$ cat src/rtl/out_port_arbiter.sv
// rtl/out_port_arbiter.sv - per-output-port round-robin arbiter with wormhole locking and credit flow control
module out_port_arbiter #(
  parameter int NUM_PORTS    = 5,
  parameter int ADDR_W       = 3,
  parameter int CREDIT_DEPTH = 4,
  localparam int CNT_W       = $clog2(CREDIT_DEPTH + 1)
) (
  input  logic                          clk,
  input  logic                          rst,
  input  logic [NUM_PORTS*ADDR_W-1:0]   route_addr_i,
  input  logic [NUM_PORTS-1:0]          valid_i,
  input  logic [NUM_PORTS-1:0]          tail_i,
  input  logic [ADDR_W-1:0]             q_address,
  input  logic                          credit_i,
  output logic [NUM_PORTS-1:0]          grant_o,
  output logic                          pop_req_o,
  output logic                          busy_o,
  output logic [CNT_W-1:0]              credits_o,
  output logic                          err_o
);

  localparam int PTR_W = (NUM_PORTS > 1) ? $clog2(NUM_PORTS) : 1;
  typedef logic [PTR_W-1:0] ptr_t;
  typedef enum logic {IDLE, LOCKED} state_t;

  state_t            state;
  ptr_t              owner;
  ptr_t              rr_ptr;
  logic [CNT_W-1:0]  credit_cnt;

  logic [NUM_PORTS-1:0] req;
  logic                 win_found;
  ptr_t                 winner;
  ptr_t                 search_idx;
  ptr_t                 xfer_port;
  logic                 xfer;
  logic                 xfer_tail;
  logic                 has_credit;

  function automatic ptr_t next_ptr(input ptr_t p);
    if (int'(p) == NUM_PORTS - 1) return '0;
    return p + ptr_t'(1);
  endfunction

  always_comb begin
    req = '0;
    for (int i = 0; i < NUM_PORTS; i++)
      req[i] = valid_i[i] && (route_addr_i[i*ADDR_W +: ADDR_W] == q_address);
  end

  // Rotating search starting at rr_ptr; the first hit in search order wins.
  always_comb begin
    win_found  = 1'b0;
    winner     = '0;
    search_idx = rr_ptr;
    for (int k = 0; k < NUM_PORTS; k++) begin
      if (!win_found && req[search_idx]) begin
        win_found = 1'b1;
        winner    = search_idx;
      end
      search_idx = next_ptr(search_idx);
    end
  end

  assign has_credit = (credit_cnt != '0);

  always_comb begin
    grant_o   = '0;
    xfer_port = winner;
    if (!rst && has_credit) begin
      if (state == IDLE) begin
        if (win_found) grant_o[winner] = 1'b1;
      end else begin
        xfer_port = owner;
        if (req[owner]) grant_o[owner] = 1'b1;
      end
    end
  end

  assign xfer      = |grant_o;
  assign pop_req_o = xfer;
  assign xfer_tail = tail_i[xfer_port];
  assign busy_o    = (state == LOCKED);
  assign credits_o = credit_cnt;

  always_ff @(posedge clk or posedge rst) begin
    if (rst) begin
      state      <= IDLE;
      owner      <= '0;
      rr_ptr     <= '0;
      credit_cnt <= CNT_W'(CREDIT_DEPTH);
      err_o      <= 1'b0;
    end else begin
      if (xfer) begin
        if (xfer_tail) begin
          state  <= IDLE;
          rr_ptr <= next_ptr(xfer_port);
        end else if (state == IDLE) begin
          state <= LOCKED;
          owner <= winner;
        end
      end

      // Simultaneous transfer and credit return cancel out.
      case ({xfer, credit_i})
        2'b10: credit_cnt <= credit_cnt - CNT_W'(1);
        2'b01: begin
          if (credit_cnt == CNT_W'(CREDIT_DEPTH)) err_o <= 1'b1;
          else credit_cnt <= credit_cnt + CNT_W'(1);
        end
        default: ;
      endcase
    end
  end

endmodule

$ cat config.mk
export PLATFORM = sky130hd
export DESIGN_NAME = out_port_arbiter
export DESIGN_NICKNAME = d
export VERILOG_FILES = /design/src/rtl/out_port_arbiter.sv
export SDC_FILE = /design/constraint.sdc
export NUM_CORES = 1
export LEC_CHECK = 0
export CORE_MARGIN = 1.5
export CORE_UTILIZATION = 40
export DETAILED_ROUTE_END_ITERATION = 16
export PLACE_DENSITY = 0.67
export SETUP_SLACK_MARGIN = 0.05
export SYNTH_ARGS = -nofsm -noshare
export SYNTH_HDL_FRONTEND = slang
export SYNTH_SLANG_ARGS = --single-unit
$ cat constraint.sdc
create_clock -name clk -period 5.6 [get_ports clk]
set_input_delay 1.12 -clock clk [delete_from_list [all_inputs] [get_ports clk]]
set_output_delay 1.12 -clock clk [all_outputs]
set_load 0.02 [all_outputs]
==> flow_summary.ini, run 1 <==
[timing]
maxClockFrequency_ghz = 0.187
rsz0062_at_grt = true
finClkSkew_ns = 0.000678
slew_violations = 0
post-route-period-util = 0.952
setup_viol = 0
worst_pin_slew_ns = 0.644
finalHoldViolCount = 0
fin_tns_setup_ns = 0
max-slew-margin-rel = 0.568
layout_min_cycle_time_ns = 5.33

[synthesis]
ys_ff_latch = 11
syn_avg_cell_area_sq_um = 7.67
synthXorXnorAreaFrac = 0.0677
syn_nets = 311
synthSimpleGateAreaFrac = 0.308
synthAdderAreaFrac = 0.0640
ys_async_sr_fraction = 1.00
synthMuxAreaShare = 0.0785
ys_seq_area_frac = 0.134
synth-edff-count = 0
syn_area_sq_mm = 0.00207
synthCells = 270
ys_types = 65
synth_flop_cell = dfrtp_1
synth_compound_area_frac = 0.291
synth_top_family_by_area = simple AND/OR/NAND/NOR gates
yosysWarnings = 0

[floorplan]
die_width_um = 75.0
io-pin-count = 42
die_y_um = 75.0
core_sq_mm = 0.00504
rows = 26
start_util = 0.411
die_area_sq_mm = 0.00562

[worst_setup_path]
critPathMaxFanout = 5
cp.arrival_ns = 4.21
cpPeakStageDelay_ns = 0.64
crit_path_top_delay_cell = clkdlybuf4s50_1
cp_data_required_time_ns = 4.48
start_kind = input port
path_cells = clkdlybuf4s50_1 > xnor2_1 > nand4_1 > mux2_2 > mux2_2 > or2_2 > a21boi_0 > a221oi_4 > o31a_1 > and3_1 > inv_1 > buf_4
end_kind = output pin
critical_path_class = in -> out
cp_common_cell = mux2_2

[clocking]
cts_tree = done
cts-root-buf = clkbuf_8
clkTransAtPathRegs_ns = 0.05
clock_sinks = 11
clock_path_buffers = 2
clk_latency_ns = 0.24
numCtsBuffers = 3
cts.htree.levels = 1
cts_hold_buf = 0

[finish]
n_antenna_cell = 0
nets = 393
area.growth.synth_to_final_pct = 40.8
utilization = 0.578
final_layout_size_suffix_gt1_frac = 0.225
final_cell_area_sq_mm = 0.00292

[routing]
first_pass_iters = 6
via_per_inst = 5.79
wl_per_cell_um = 15.1
routed_wl_um = 6370
postRouteAntennaNets = 0
drtIter0Drc = 147
vias = 2439
route.detailed.drc = 0

[min_path]
hp-class = reg -> reg

[place]
io_buffers = 41
placedInstanceArea_sq_mm = 0.00285
dp_hpwl_um = 5110
place_congestion = 1.02

[pwr]
p_total_uw = 1480
p_leak_uw = 0.00122
peakVddDrop_uv = 335
p_per_area_mw_per_mm2 = 509

[global_routing]
gr-usage-met1 = 0.332
grt_pass1_vias = 2223
grt_max_degree = 20
antenna_found_initial = 0
use_met3 = 0.0388
overflow = 0
grt_busiest_layer = met2
grt_first_pass_wirelength_um = 10300
use_met2 = 0.368
gr-usage-all-layers = 0.232

[run]
cap_violations = 0

[run_status]
status = completed
-- cell usage in the layout, fill, tap and decap left out, drive strengths merged, types with 4 or more instances in the layout --
| cell type | n |
|---|---|
| buf | 46 |
| clkdlybuf4s50 | 35 |
| inv | 20 |
| nand2 | 18 |
| xnor2 | 16 |
| o21ai | 15 |
| nand3 | 14 |
| nor2 | 13 |
| nand4 | 12 |
| a21oi | 11 |
| dfrtp | 10 |
| nor3 | 9 |
| ha | 9 |
| clkbuf | 9 |
| mux2i | 8 |
| nor2b | 7 |
| a31oi | 7 |
| mux2 | 7 |
| nand2b | 6 |
| nand3b | 5 |
| and4 | 5 |
| or2 | 4 |
| and2 | 4 |
| nand4b | 4 |
| a211oi | 4 |
-- repair_timing --
action | in CTS | in global routing
buffers inserted | 0 | 2
pin swaps | 0 | 3
endpoints found under the hold margin | 0 | 0
endpoints found under the setup margin | 6 | 6
resized for setup | 7 | 23
-- per-layer routing --
| layer | share of wire | vias up |
|---|---|---|
| li1 | - | 1197 |
| met1 | 0.46 | 1139 |
| met2 | 0.45 | 91 |
| met3 | 0.060 | 12 |
| met4 | 0.023 | 0 |
| met5 | 0 | - |
-- logic make-up (layout without fill, tap and decap cells) --
| logic type | Yosys count | count (layout) |
|---|---|---|
| AOI/OAI and AO/OA | 78 | 78 |
| buffers and inverters | 29 | 110 |
| adders and majority gates | 10 | 10 |
| and+or+nand+nor | 111 | 111 |
| DFF | 11 | 11 |
| xor gates and xnor gates | 16 | 16 |
| muxes | 15 | 15 |
-- worst max-delay path, delay by kind of cell --
family / cells / cell delay [ns]
mux: 2 / 0.60
simple gates: 3 / 0.73
buf+inv: 3 / 0.88
compound gates: 3 / 0.69
xor+xnor: 1 / 0.19
-- final timing paths --
check | from | to | slack (ns) | cells after the start
max | q_address[2] | pop_req_o | 0.27 | 12
min | err_o | err_o | 0.46 | 2
max reg2reg | rr_ptr[0] | credits_o[2] | 0.79 | 21
min reg2reg | err_o | err_o | 0.46 | 2
max in group asynchronous | rst | credits_o[2] | 3.99 | 2
min in group asynchronous | rst | credits_o[1] | 1.26 | 2
-- flip-flops by register name, summed over array words and instances (netlist names) --
name	flops
credits_o	3
owner	3
rr_ptr	3
busy_o	1
err_o	1
-- power by group --
| group | total, uW | internal [uW] | switching (uW) | leakage (uW) |
|---|---|---|---|---|
| registers | 167 | 116 | 50.7 | 0.000131 |
| logic | 1230 | 572 | 662 | 0.00106 |
| clock network | 83.6 | 50.3 | 33.3 | 0.0000228 |
-- per-stage QoR --
stage               hold WS, ns  worst slack [ns]  instances
global placement          0.460            -0.117        415
detailed placement        0.456            -0.181        415
CTS                       0.470            0.0383        419
finish                    0.464             0.266        421
global route              0.496          -0.00746        421
floorplan                 0.517            0.0549        270
-- area by class of cell --
cell class / count / area, sq um
sequential: 11 / 277
timing repair buffer: 86 / 721
tap: 70 / 87.6
multi-input combinational: 230 / 1710
inverter: 20 / 75.1
fill: 477 / 2130
clock buffer: 4 / 45.0
-- synthesized netlist by cell type (2+ instances only) --
master     number  area share
inv_1          20       0.036
nand2_1        18       0.033
xnor2_1        16       0.068
nand3_1        14       0.034
o21ai_0        14       0.034
nor2_1         13       0.024
nand4_1        12       0.036
a21oi_1        11       0.027
dfrtp_1        10        0.12
ha_1            9       0.054
nor3_1          9       0.022
mux2i_1         8       0.039
nor2b_1         7       0.021
a31oi_1         6       0.018
clkbuf_1        6       0.011
mux2_2          6       0.033
nand2b_1        6       0.018
and4_1          5       0.021
nand3b_1        5       0.018
a211oi_1        4       0.015
and2_1          4       0.012
or2_2           4       0.012
a211o_1         3       0.013
a2bb2oi_1       3       0.013
and3_1          3      0.0091
nand4b_1        3       0.013
o211ai_1        3       0.011
o22ai_1         3      0.0091
a21bo_2         2      0.0097
a21boi_0        2      0.0072
a311o_1         2      0.0097
a41oi_1         2      0.0085
nor3b_1         2      0.0072
nor4_1          2      0.0060
o31a_1          2      0.0085
o31ai_1         2      0.0072
Power figures use the tool's default switching activity.
==> run 2: changes to the inputs <==
REMOVE_ABC_BUFFERS = 1   (was unset)
==> run 2 against run 1 <==
Net effect: design area fell by 2.9%; fmax rose by 0.50%; sequential cell count unchanged; routed wire length fell by 2.0%; cell count decreased by 2.4%; worst hold slack better by 0.0058 ns; clock skew increased by 0.0038 ns; register-to-register slack improved by 0.04 ns; sequential share of layout area is 0.29 points higher; clock power fell by 6.2%; critical path depth increased by 1; first-iteration DRC count grew 19%; critical path type unchanged; critical endpoint unchanged; largest cell class unchanged; largest power group unchanged; highest routed layer unchanged.
==> flow_summary.ini, run 2 (synthesis results as in run 1) <==
[finish]
multiInputGateArea_sq_mm = 0.00169
utilization = 0.561
final_cell_count_no_fill = 411
fill_cells = 471
nets = 383
final_layout_size_suffix_gt1_frac = 0.196
n_antenna_cell = 0
regArea_sq_um = 277
mostFrequentLayoutCells = clkdlybuf4s50_1 (35), buf_4 (35), inv_1 (19)
area.growth.synth_to_final_pct = 36.7

[timing]
finClkSkew_ns = 0.00447
holdWs_ns = 0.470
maxClockFrequency_ghz = 0.188
worst_pin_slew_ns = 0.583
layout_min_cycle_time_ns = 5.31
fin_tns_setup_ns = 0
rsz0062_at_grt = true
setup_viol = 0
finalHoldViolCount = 0
max-slew-margin-rel = 0.606
post-route-period-util = 0.948
slew_violations = 0

[worst_setup_path]
start_kind = input port
cp_data_required_time_ns = 4.48
end_kind = output pin
path_cells = clkdlybuf4s50_1 > xnor2_1 > nand4_1 > mux2_2 > mux2_2 > or2_2 > a21boi_0 > buf_4 > a221oi_4 > o31a_1 > and3_1 > inv_1 > clkbuf_2
cpPeakStageDelay_ns = 0.54
critPathMaxFanout = 5
crit_path_top_delay_cell = clkdlybuf4s50_1
r2r-start = rr_ptr[1]
r2r_slack_ns = 0.83
critical_path_class = in -> out
r2r_end = credits_o[2]
rr_worst_depth = 21
cp.arrival_ns = 4.19
cp_common_cell = mux2_2
cp-startpoint = q_address[0]

[pwr]
p_leak_uw = 0.00119
p_per_area_mw_per_mm2 = 500
peakVddDrop_uv = 349
p_total_uw = 1420

[clocking]
clock_sinks = 11
cts-root-buf = clkbuf_8
cts_tree = done
clk_latency_ns = 0.24
cts_setup_buffers = 0
cts.htree.levels = 1
clock_path_buffers = 2
cts_hold_buf = 0
clkTransAtPathRegs_ns = 0.04
numCtsBuffers = 3

[global_routing]
grt_first_pass_wirelength_um = 10500
overflow = 0
gr-usage-all-layers = 0.240
antenna_found_initial = 0
grt_max_degree = 20
grt_pass1_vias = 2296

[routing]
route.detailed.drc = 0
vias = 2338
wl_met1_um = 2840
routed_wl_um = 6240
drtIter0Drc = 175
top_layer = met4
wl_per_cell_um = 15.2
via_per_inst = 5.69
first_pass_iters = 4
postRouteAntennaNets = 0
route.met3.wl_um = 258
met2_length_um = 2950

[place]
placed_cells = 407
dp_hpwl_um = 5170
place_congestion = 0.912
io_buffers = 41

[floorplan]
core_sq_mm = 0.00504
die_area_sq_mm = 0.00562
io-pin-count = 42
rows = 26
die_y_um = 75.0
start_util = 0.411
die_width_um = 75.0

[min_path]
min-delay-start = err_o
hold_end = err_o
hp-class = reg -> reg
whs_path_depth = 2

[run]
cap_violations = 0

[run_status]
status = completed
[run 2: changes by cell type in the layout (fill, tap and decap cells not counted), sizes merged]
cell / change
buf: -11
clkbuf: -1
dlygate4sd2: +1
dlymetal6s2s: +1
[run 2: final cells by class]
| cell class | count | area share |
|---|---|---|
| inverter | 20 | 0.0265 |
| sequential | 11 | 0.0977 |
| timing repair buffer | 76 | 0.231 |
| clock buffer | 4 | 0.0159 |
| multi-input combinational | 230 | 0.598 |
| tap | 70 | 0.0309 |
[run 2: metrics by stage]
| step | area [sq um] | setup slack [ns] |
|---|---|---|
| 4_1_cts | 2830 | 0.0656 |
| 5_1_grt | 2830 | 0.0337 |
| 2_1_floorplan | 2030 | 0.157 |
| 6_report | 2830 | 0.293 |
| 3_3_place_gp | 2790 | -0.0528 |
| 3_5_place_dp | 2790 | -0.114 |
[run 2: how the worst max path moves through the flow]
| stage | end | slack (ns) | cells after the start |
|---|---|---|---|
| 3_5_place_dp | pop_req_o | -0.11 | 13 |
| 3_3_place_gp | grant_o[0] | -0.05 | 13 |
| 6_report | pop_req_o | 0.29 | 13 |
| 5_1_grt | grant_o[0] | 0.03 | 19 |
| 2_1_floorplan | pop_req_o | 0.16 | 17 |
| 4_1_cts | grant_o[1] | 0.07 | 18 |
[run 2: worst max-delay path, delay by kind of cell]
kind	cells	cell delay [ns]
buffers and inverters	4	0.91
and+or+nand+nor	3	0.68
muxes	2	0.59
AOI/OAI and AO/OA	3	0.52
xor gates and xnor gates	1	0.36
[run 2: power breakdown]
group          switching (uW)  internal (uW)  leakage, uW
clock                    28.6           49.8    0.0000228
combinational             634            535      0.00104
sequential               52.4            116     0.000131
[run 2: routing by layer]
metal	GRT usage	up-vias
li1	-	1172
met1	0.310	1082
met2	0.403	69
met3	0.0187	15
met4	0.117	0
met5	0	-
[run 2: what timing repair did]
item                                   4_1_cts  5_1_grt
endpoints found under the hold margin        0        0
gates resized for setup                      5       16
setup endpoints to repair                    5        6
